### src/rtl/cpu_ctrl_pkg.sv
// Shared encodings for the multicycle MIPS-subset control unit: states, opcodes,
// functs, datapath select codes and the packed control-word layout.
package cpu_ctrl_pkg;

  localparam logic [4:0] RST_ST    = 5'd0;
  localparam logic [4:0] FETCH     = 5'd1;
  localparam logic [4:0] FETCH_WB  = 5'd2;
  localparam logic [4:0] DECODE    = 5'd3;
  localparam logic [4:0] R_EXEC    = 5'd4;
  localparam logic [4:0] R_WB      = 5'd5;
  localparam logic [4:0] ADDI_EXEC = 5'd6;
  localparam logic [4:0] ADDI_WB   = 5'd7;
  localparam logic [4:0] MEM_ADDR  = 5'd8;
  localparam logic [4:0] LW_READ   = 5'd9;
  localparam logic [4:0] LW_MDR    = 5'd10;
  localparam logic [4:0] LW_WB     = 5'd11;
  localparam logic [4:0] SW_WRITE  = 5'd12;
  localparam logic [4:0] BRANCH    = 5'd13;
  localparam logic [4:0] JUMP      = 5'd14;
  localparam logic [4:0] JAL       = 5'd15;
  localparam logic [4:0] JR        = 5'd16;
  localparam logic [4:0] EXC       = 5'd17;

  localparam logic [5:0] OP_RTYPE = 6'h00;
  localparam logic [5:0] OP_J     = 6'h02;
  localparam logic [5:0] OP_JAL   = 6'h03;
  localparam logic [5:0] OP_BEQ   = 6'h04;
  localparam logic [5:0] OP_BNE   = 6'h05;
  localparam logic [5:0] OP_ADDI  = 6'h08;
  localparam logic [5:0] OP_LW    = 6'h23;
  localparam logic [5:0] OP_SW    = 6'h2B;

  localparam logic [5:0] FN_JR  = 6'h08;
  localparam logic [5:0] FN_ADD = 6'h20;
  localparam logic [5:0] FN_SUB = 6'h22;
  localparam logic [5:0] FN_AND = 6'h24;

  localparam logic [2:0] ALU_PASS_A = 3'b000;
  localparam logic [2:0] ALU_ADD    = 3'b001;
  localparam logic [2:0] ALU_SUB    = 3'b010;
  localparam logic [2:0] ALU_AND    = 3'b011;

  localparam logic [1:0] SRCB_B      = 2'b00;
  localparam logic [1:0] SRCB_FOUR   = 2'b01;
  localparam logic [1:0] SRCB_IMM    = 2'b10;
  localparam logic [1:0] SRCB_IMM_SH = 2'b11;

  localparam logic [1:0] REGDST_RT = 2'b00;
  localparam logic [1:0] REGDST_RD = 2'b01;
  localparam logic [1:0] REGDST_RA = 2'b10;

  localparam logic [1:0] DSRC_ALUOUT = 2'b00;
  localparam logic [1:0] DSRC_MDR    = 2'b01;
  localparam logic [1:0] DSRC_PC     = 2'b10;

  localparam logic [1:0] PCS_ALU    = 2'b00;
  localparam logic [1:0] PCS_ALUOUT = 2'b01;
  localparam logic [1:0] PCS_JUMP   = 2'b10;
  localparam logic [1:0] PCS_EXC    = 2'b11;

  typedef struct packed {
    logic       pc_write;
    logic       mem_write;
    logic       ir_write;
    logic       reg_write;
    logic       ab_write;
    logic       alu_out_write;
    logic       mdr_write;
    logic       iord;
    logic [1:0] reg_dst;
    logic [1:0] data_src;
    logic       alu_src_a;
    logic [1:0] alu_src_b;
    logic [2:0] alu_op;
    logic [1:0] pc_source;
    logic       exc;
  } ctrl_t;

  // Dispatch target out of DECODE; anything unrecognised traps.
  function automatic logic [4:0] decode_next(input logic [5:0] opcode, input logic [5:0] funct);
    logic [4:0] nxt;
    nxt = EXC;
    case (opcode)
      OP_RTYPE: begin
        if (funct == FN_ADD || funct == FN_SUB || funct == FN_AND) nxt = R_EXEC;
        else if (funct == FN_JR) nxt = JR;
      end
      OP_ADDI:       nxt = ADDI_EXEC;
      OP_LW, OP_SW:  nxt = MEM_ADDR;
      OP_BEQ, OP_BNE: nxt = BRANCH;
      OP_J:          nxt = JUMP;
      OP_JAL:        nxt = JAL;
      default:       nxt = EXC;
    endcase
    return nxt;
  endfunction

endpackage

### src/rtl/cpu_control_unit_decode.sv
// Combinational control-word decode of the FSM state; zero only matters in BRANCH
// and the wait counter only marks the first EXC cycle.
module ctrl_out_decode
  import cpu_ctrl_pkg::*;
(
  input  logic [4:0] i_state,
  input  logic [5:0] i_opcode,
  input  logic [5:0] i_funct,
  input  logic       i_zero,
  input  logic [2:0] i_wait_cnt,
  output ctrl_t      o_ctrl
);

  always_comb begin
    o_ctrl = '0;
    case (i_state)
      FETCH: begin
        o_ctrl.alu_src_b = SRCB_FOUR;
        o_ctrl.alu_op    = ALU_ADD;
      end
      FETCH_WB: begin
        o_ctrl.alu_src_b = SRCB_FOUR;
        o_ctrl.alu_op    = ALU_ADD;
        o_ctrl.ir_write  = 1'b1;
        o_ctrl.pc_write  = 1'b1;
        o_ctrl.pc_source = PCS_ALU;
      end
      DECODE: begin
        o_ctrl.ab_write      = 1'b1;
        o_ctrl.alu_out_write = 1'b1;
        o_ctrl.alu_src_b     = SRCB_IMM_SH;
        o_ctrl.alu_op        = ALU_ADD;
      end
      R_EXEC: begin
        o_ctrl.alu_src_a     = 1'b1;
        o_ctrl.alu_src_b     = SRCB_B;
        o_ctrl.alu_out_write = 1'b1;
        case (i_funct)
          FN_SUB:  o_ctrl.alu_op = ALU_SUB;
          FN_AND:  o_ctrl.alu_op = ALU_AND;
          default: o_ctrl.alu_op = ALU_ADD;
        endcase
      end
      R_WB: begin
        o_ctrl.reg_dst   = REGDST_RD;
        o_ctrl.data_src  = DSRC_ALUOUT;
        o_ctrl.reg_write = 1'b1;
      end
      ADDI_EXEC, MEM_ADDR: begin
        o_ctrl.alu_src_a     = 1'b1;
        o_ctrl.alu_src_b     = SRCB_IMM;
        o_ctrl.alu_op        = ALU_ADD;
        o_ctrl.alu_out_write = 1'b1;
      end
      ADDI_WB: begin
        o_ctrl.reg_dst   = REGDST_RT;
        o_ctrl.reg_write = 1'b1;
      end
      LW_READ: o_ctrl.iord = 1'b1;
      LW_MDR: begin
        o_ctrl.iord      = 1'b1;
        o_ctrl.mdr_write = 1'b1;
      end
      LW_WB: begin
        o_ctrl.reg_dst   = REGDST_RT;
        o_ctrl.data_src  = DSRC_MDR;
        o_ctrl.reg_write = 1'b1;
      end
      SW_WRITE: begin
        o_ctrl.iord      = 1'b1;
        o_ctrl.mem_write = 1'b1;
      end
      BRANCH: begin
        o_ctrl.alu_src_a = 1'b1;
        o_ctrl.alu_src_b = SRCB_B;
        o_ctrl.alu_op    = ALU_SUB;
        o_ctrl.pc_source = PCS_ALUOUT;
        o_ctrl.pc_write  = (i_opcode == OP_BEQ) ? i_zero : ~i_zero;
      end
      JUMP: begin
        o_ctrl.pc_source = PCS_JUMP;
        o_ctrl.pc_write  = 1'b1;
      end
      JAL: begin
        // Link and jump in one cycle: the bank sees the PC already advanced by FETCH_WB.
        o_ctrl.reg_dst   = REGDST_RA;
        o_ctrl.data_src  = DSRC_PC;
        o_ctrl.reg_write = 1'b1;
        o_ctrl.pc_source = PCS_JUMP;
        o_ctrl.pc_write  = 1'b1;
      end
      JR: begin
        o_ctrl.alu_src_a = 1'b1;
        o_ctrl.alu_op    = ALU_PASS_A;
        o_ctrl.pc_source = PCS_ALU;
        o_ctrl.pc_write  = 1'b1;
      end
      EXC: begin
        o_ctrl.exc       = 1'b1;
        o_ctrl.pc_source = PCS_EXC;
        o_ctrl.pc_write  = (i_wait_cnt == 3'd0);
      end
      default: o_ctrl = '0;
    endcase
  end

endmodule

### src/rtl/cpu_control_unit.sv
// Multicycle control FSM: state register plus a 3-bit wait counter used for memory
// latency and exception hold; outputs are decoded from the state by ctrl_out_decode.
module cpu_control_unit
  import cpu_ctrl_pkg::*;
#(
  parameter int MEM_WAIT = 1,
  parameter int EXC_HOLD = 1
) (
  input  logic       clock,
  input  logic       reset,
  input  logic [5:0] opcode,
  input  logic [5:0] funct,
  input  logic       zero,
  input  logic       overflow,
  output logic       PCWrite,
  output logic       MemWrite,
  output logic       IRWrite,
  output logic       RegWrite,
  output logic       ABWrite,
  output logic       ALUOutWrite,
  output logic       MDRWrite,
  output logic       IorD,
  output logic [1:0] RegDst,
  output logic [1:0] DataSrc,
  output logic       ALUSrcA,
  output logic [1:0] ALUSrcB,
  output logic [2:0] ALUOp,
  output logic [1:0] PCSource,
  output logic       exc,
  output logic [4:0] state_out
);

  localparam logic [2:0] MEM_LAST = 3'(MEM_WAIT);
  localparam logic [2:0] EXC_LAST = 3'(EXC_HOLD - 1);

  logic [4:0] r_state;
  logic [2:0] r_wait_cnt;
  ctrl_t      w_ctrl;

  always_ff @(posedge clock or negedge reset) begin
    if (!reset) begin
      r_state    <= RST_ST;
      r_wait_cnt <= '0;
    end else begin
      // Counter clears unless a waiting state explicitly keeps counting.
      r_wait_cnt <= '0;
      case (r_state)
        RST_ST:   r_state <= FETCH;
        FETCH: begin
          if (r_wait_cnt == MEM_LAST) r_state <= FETCH_WB;
          else r_wait_cnt <= r_wait_cnt + 3'd1;
        end
        FETCH_WB: r_state <= DECODE;
        DECODE:   r_state <= decode_next(opcode, funct);
        R_EXEC:   r_state <= (overflow && funct != FN_AND) ? EXC : R_WB;
        ADDI_EXEC: r_state <= overflow ? EXC : ADDI_WB;
        MEM_ADDR: r_state <= (opcode == OP_SW) ? SW_WRITE : LW_READ;
        LW_READ: begin
          if (r_wait_cnt == MEM_LAST) r_state <= LW_MDR;
          else r_wait_cnt <= r_wait_cnt + 3'd1;
        end
        LW_MDR:   r_state <= LW_WB;
        R_WB, ADDI_WB, LW_WB, SW_WRITE, BRANCH, JUMP, JAL, JR: r_state <= FETCH;
        EXC: begin
          if (r_wait_cnt == EXC_LAST) r_state <= FETCH;
          else r_wait_cnt <= r_wait_cnt + 3'd1;
        end
        default:  r_state <= RST_ST;
      endcase
    end
  end

  ctrl_out_decode u_decode (
    .i_state    (r_state),
    .i_opcode   (opcode),
    .i_funct    (funct),
    .i_zero     (zero),
    .i_wait_cnt (r_wait_cnt),
    .o_ctrl     (w_ctrl)
  );

  assign PCWrite     = w_ctrl.pc_write;
  assign MemWrite    = w_ctrl.mem_write;
  assign IRWrite     = w_ctrl.ir_write;
  assign RegWrite    = w_ctrl.reg_write;
  assign ABWrite     = w_ctrl.ab_write;
  assign ALUOutWrite = w_ctrl.alu_out_write;
  assign MDRWrite    = w_ctrl.mdr_write;
  assign IorD        = w_ctrl.iord;
  assign RegDst      = w_ctrl.reg_dst;
  assign DataSrc     = w_ctrl.data_src;
  assign ALUSrcA     = w_ctrl.alu_src_a;
  assign ALUSrcB     = w_ctrl.alu_src_b;
  assign ALUOp       = w_ctrl.alu_op;
  assign PCSource    = w_ctrl.pc_source;
  assign exc         = w_ctrl.exc;
  assign state_out   = r_state;

endmodule

### config.mk
export PLATFORM = sky130hd
export DESIGN_NAME = cpu_control_unit
export DESIGN_NICKNAME = d
export VERILOG_FILES = /design/src/rtl/cpu_ctrl_pkg.sv /design/src/rtl/cpu_control_unit_decode.sv /design/src/rtl/cpu_control_unit.sv
export SDC_FILE = /design/constraint.sdc
export NUM_CORES = 1
export LEC_CHECK = 0
export BUFFER_PORTS_ARGS = -buffer_cell sky130_fd_sc_hd__clkbuf_2
export CAP_MARGIN = 20
export CORE_MARGIN = 1.5
export CORE_UTILIZATION = 48
export CTS_CLUSTER_SIZE = 20
export DETAILED_ROUTE_END_ITERATION = 12
export GPL_ROUTABILITY_DRIVEN = 1
export PLACE_DENSITY = 0.88
export REMOVE_ABC_BUFFERS = 1
export SLEW_MARGIN = 20
export SYNTH_ARGS = -nofsm -noshare
export SYNTH_HDL_FRONTEND = slang
export SYNTH_SLANG_ARGS = --single-unit
### constraint.sdc
create_clock -name clock -period 1.8 [get_ports clock]
set_input_delay 0.18 -clock clock [delete_from_list [all_inputs] [get_ports clock]]
set_output_delay 0.18 -clock clock [all_outputs]
set_load 0.01 [all_outputs]
# Word-level counts from Yosys, hierarchy flattened
# Cells that the tools add are included.
# op_classes
bitwise	1
muxes	30
reduce_logical	20
n_addsub	1
eq_ne	33
# op_table
cell	n
one-hot mux 5 bit (10 select lines)	1
equality test 5 x 4 -> 1 bit (second input constant)	8
equality test 6 bit (second input constant)	5
2-to-1 mux 5 bit	6
one-hot mux 5 bit (6 select lines)	1
equality test 5 x 3 -> 1 bit (second input constant)	4
one-hot mux 2 bit (3 select lines)	3
equality test 6 x 2 -> 1 bit (second input constant)	2
equality test 6 x 3 -> 1 bit (second input constant)	2
equality test 6 x 4 -> 1 bit (second input constant)	2
one-hot mux 2 bit (2 select lines)	3
OR reduction 2 bit	6
OR reduction 4 bit	3
2-to-1 mux 1 bit	11
equality test 5 x 2 -> 1 bit (second input constant)	2
equality test 5 bit (second input constant)	2
OR reduction 5 bit	2
2-to-1 mux 3 bit	3
OR reduction 9 bit	1
zero test 6 bit	1
inequality test 2 bit (second input constant)	3
inequality test 6 bit (second input constant)	1
one-hot mux 3 bit (2 select lines)	1
equality test 5 x 1 -> 1 bit (second input constant)	1
other kinds (10)	11
# totals
out_inout_bits	26
inputBits	16
ff_bits	8

# Longest topological paths before layout
# depth
ltp_word	6
mapped_depth	7
mapped_depth_nobuf	6

# Modules after synthesis
# From an unflattened synthesis, not the netlist that was laid out.
# unflattened
cells_unflattened	150
hier_area_um2	1089.8
# modules_own_cells
mod	cells_each	n_inst	area_per_inst_um2
cpu_control_unit	84	1	673.1
ctrl_out_decode	66	1	416.6

# Least setup slack after synthesis
# OpenSTA, ideal clock, no wires.
# synth_path
kind	reg2reg
from	register r_state[2] (netlist: state_out[2])
to	register r_state[1] (netlist: state_out[1])
synth_period_minus_slack_ps	1671
path_buffers	2
setup_slack_ps	129
arrival_ps	1591
setup_ps	80
path_stages_with_launch	8
cell_sequence	dfrtp_1 > buf_6 > or2_0 > buf_6 > nor3_4 > nor3b_2 > a31oi_1 > nor3b_2
# synth_via
elab_chain_cells	3
elab_cells_between_ends	24
classes_between	eq/ne (20); mux (1); reduce/logical (3)
# synth_rtl
item	line_no	text
start: declaration	cpu_control_unit.sv:36	logic [4:0] r_state;
start signal: assignment	cpu_control_unit.sv:54	DECODE: r_state <= decode_next(opcode, funct);
start signal: assignment	cpu_control_unit.sv:55	R_EXEC: r_state <= (overflow && funct != FN_AND) ? EXC : R_WB;
start signal: assignment	cpu_control_unit.sv:56	ADDI_EXEC: r_state <= overflow ? EXC : ADDI_WB;
equality test 5 x 3 -> 1 bit, or another cell as far along	cpu_control_unit.sv:47	case (r_state)
OR reduction 9 bit (no source line) or inequality test 2 bit (tied branches)	n/a	
one-hot mux 5 bit (10 select lines) or AND reduction 3 bit (tied branches)	n/a	
# Several ways; a longest one is shown, not always the timed one.
# A chain may end at the register's enable or synchronous reset.

# Final worst setup path
# layout_path
from	register r_state[0] (netlist: state_out[0])
to	output port ALUOutWrite
# layout_via
elab_chain_cells	3
elab_cells_between_ends	6
classes_between	eq/ne (4); mux (1); reduce/logical (1)
# layout_rtl
item	line_no	text
equality test 5 x 3 -> 1 bit, or another cell as far along	cpu_control_unit_decode.sv:16	case (i_state)
OR reduction 4 bit (no source line) (*)	n/a	
2-to-1 mux 1 bit (*)	cpu_control_unit_decode.sv:16	
end: declaration	cpu_control_unit.sv:20	output logic ALUOutWrite,
# Every way passes the cells marked *; elsewhere a longest branch is shown, timed or not.

==> impl_metrics.env <==
export IMPL_status="finished with violations"
export IMPL_violations="setup timing"
export IMPL_swShare_pct=48.88
export IMPL_path_cells="buf_4 > nand2_1 > mux2i_1 > a21oi_1 > nor2_1 > clkbuf_2"
export IMPL_drtIter0Drc=33
export IMPL_wl_met2_mm=1.481
export IMPL_drv_cap=0
export IMPL_synth_avg_cell_area_um2=7.059
export IMPL_chipWidth_um=49.66
export IMPL_diodes=0
export IMPL_cts_tree="built"
export IMPL_place_area_um2=1272
export IMPL_peakVddDrop_mv=0.6301
export IMPL_powerDensity_nw_per_um2=1217
export IMPL_synth_warnings=0
export IMPL_mappedNetlistArea_um2=1045
export IMPL_power_mw=1.642
export IMPL_nFillCells=188
export IMPL_routed_wl_mm=3.003
export IMPL_coreArea_um2=2002
export IMPL_synth_cells=148
export IMPL_seq_power_share_pct=18.7
export IMPL_port_buffers=40
export IMPL_min_path_cells=3
export IMPL_p_clk_share_pct=8.4
export IMPL_fin_tns_setup_ns=-0.008937
export IMPL_synth_edf_count=0
export IMPL_yosys_register_bits=8
export IMPL_skew_ns=0.009717
export IMPL_synth_seq_area_share_pct=19.16
export IMPL_p_comb_share_pct=72.9
export IMPL_highest_layer="met4"
export IMPL_final_area_um2=1349
export IMPL_gp_congestion=0.8288
export IMPL_pin_count=42
export IMPL_relSlewSlack_pct=66.18
export IMPL_cpPeakStageDelay_ns=0.44
export IMPL_dieArea_um2=2466
export IMPL_critPathArrivalTime_ns=1.63
export IMPL_setup_violations=1
export IMPL_critPathKind="flop to output port"
export IMPL_drcViolationCount=0
export IMPL_die_h_um=49.66
export IMPL_antenna_found_initial=0
export IMPL_drive_above_1_share_pct=34.55
export IMPL_syn2layout_area_growth_pct=29.10
export IMPL_nets=212
export IMPL_clk_path_buf_depth=2
export IMPL_hpwl_mm=2.156
export IMPL_clkLatencyLatePin_ns=0.26
export IMPL_clock_sinks=8
export IMPL_rsz0062_at_grt="yes"
export IMPL_required_ns=1.62
export IMPL_period_share_pct=100.5
export IMPL_wl_per_cell_um=13.78
export IMPL_first_pass_iters=4
export IMPL_wl_met1_mm=1.283
export IMPL_final_hold_violation_count=0
export IMPL_synth_flop_cell="dfrtp_1"
export IMPL_cp_start_kind="flop"
export IMPL_leakage_nw=0.6079
export IMPL_finalCriticalPeriod_ns=1.809
export IMPL_clockRootBuffer="clkbuf_4"
export IMPL_cpLargestDelayFamily="flip-flops"
export IMPL_start_util_pct=52.19
export IMPL_grt_pass1_wl_mm=4.685
export IMPL_clkTransAtPathRegs_ns=0.06
export IMPL_ant_nets=0
export IMPL_crit_buf_inv=2
export IMPL_critPathCaptureType="output port"
export IMPL_final_common_cell="clkbuf_2"
export IMPL_slowest_stage="dfrtp_2"
export IMPL_worst_pin_slew_ns=0.5073
export IMPL_min_delay_start="overflow"
export IMPL_yosysUniqueCellTypes=44
export IMPL_critical_path_max_fanout=7
export IMPL_reg2reg_from="state_out[3]$_DFFE_PN0P_"
export IMPL_synthArstFlopShare_pct=100.0
export IMPL_crit_start="state_out[0]$_DFFE_PN0P_"
export IMPL_numCtsBuffers=3
export IMPL_fin_ws_ns=-0.008937
export IMPL_grt_usage_pct=23.72
export IMPL_htreeDepth=1
export IMPL_switchingPower_mw=0.8027
export IMPL_grt_max_degree=18
export IMPL_dp_cells=211
export IMPL_gr_total_overflow=0
export IMPL_num_rows=16
export IMPL_instances_no_fill=218
export IMPL_pre_cts_slack_ns=0.1892
export IMPL_mostFrequentLayoutCells="clkbuf_2, nor3_1, nor2_1"
export IMPL_grt_pass1_vias=1099
export IMPL_p_int_mw=0.8395
export IMPL_vias=1248
export IMPL_slew_viol_final=0
export IMPL_rr_worst_depth=5
export IMPL_fmax_mhz=552.8
export IMPL_via_per_inst=5.725
export IMPL_hp_class="input port to flop"
export IMPL_wl_met3_um=168
export IMPL_cp_depth=6
==> path summary, 6_finish.rpt <==
kind | slack [ns] | end
max in group asynchronous | 1.31 | state_out[0]$_DFFE_PN0P_
min in group asynchronous | 0.30 | r_wait_cnt[2]$_DFF_PN0_
setup reg to reg | 0.21 | state_out[1]$_DFFE_PN0P_
hold reg to reg | 0.51 | r_wait_cnt[0]$_DFF_PN0_
setup / recovery | -0.009 | ALUOutWrite
hold / removal | 0.25 | state_out[4]$_DFFE_PN0P_
==> synthesized netlist by cell type, types with 2 or more instances <==
cell / instances / area share [%]
nor4b_1: 2 / 1.7
xor2_1: 3 / 2.5
clkbuf_1: 5 / 1.8
inv_1: 6 / 2.2
o32a_1: 2 / 1.9
ha_1: 3 / 3.6
o21ai_0: 12 / 5.7
o221ai_1: 2 / 1.7
nor2b_1: 4 / 2.4
dfrtp_1: 8 / 19
a21oi_1: 9 / 4.3
nor3_1: 16 / 7.7
nand2_1: 11 / 4.0
nor2_1: 15 / 5.4
buf_2: 5 / 2.4
nand2b_1: 5 / 3.0
xnor2_1: 3 / 2.5
a31oi_1: 3 / 1.8
nor3b_2: 2 / 2.4
mux2i_1: 2 / 1.9
nand3b_1: 2 / 1.4
nand3_1: 5 / 2.4
buf_6: 2 / 2.2
==> through the flow <==
| step | hold slack [ns] | utilization (%) |
|---|---|---|
| after global routing | 0.2711 | 67.38 |
| after CTS | 0.2369 | 65.56 |
| after detailed placement | 0.03041 | 63.56 |
| after floorplan | -0.1156 | - |
| final | 0.2523 | 67.38 |
| after global placement | 0.02601 | 63.56 |
==> power by group through the flow <==
stage	clock, mW	combinational [mW]	sequential (mW)
after floorplan	0	0.597	0.395
after global placement	0	1.05	0.307
after detailed placement	0	1.09	0.313
after CTS	0.143	1.10	0.316
after global routing	0.155	1.30	0.320
final	0.138	1.20	0.308
==> per-layer routing <==
metal,vias to the layer above,track usage (%)
li1,617,-
met1,574,28.49
met2,49,43.33
met3,8,4.545
met4,0,5.093
met5,-,0
==> tightest hold or removal path: cells and delay by family <==
family	cells	cell delay [ns]
simple gates	1	0.07
compound gates	1	0.11
buf+inv	1	0.10
==> area by class of cell <==
class / instances / area (µm²) / share of cell area, %
inverters: 6 / 22.52 / 1.670
repair buffers: 53 / 300.3 / 22.26
clock buffers: 3 / 22.52 / 1.670
multi-input cells: 121 / 767.0 / 56.86
well taps: 27 / 33.78 / 2.505
flip-flops and latches: 8 / 202.7 / 15.03
==> kinds of logic after synthesis <==
group           after synthesis  share of synthesized area [%]
fa+ha+maj                     3                          3.593
flops                         8                          19.16
compound gates               37                          22.28
simple gates                 71                          37.37
mux                           3                          2.994
other cells                   1                         0.3589
buf+inv                      19                          9.221
xor+xnor                      6                          5.031
==> sequential cells by signal, indices dropped and copies added, names as in the netlist <==
| name | flops |
|---|---|
| state_out | 5 |
| r_wait_cnt | 3 |
==> timing repair <==
| action | CTS | global route |
|---|---|---|
| endpoints found under the hold margin | 8 | 0 |
| gates resized for setup | 3 | 7 |
| setup buffers | 0 | 3 |
| pin swaps | 0 | 1 |
| hold buffers | 1 | 0 |
| setup endpoints to repair | 2 | 7 |
No activity file was read; power rests on OpenSTA's default activity.
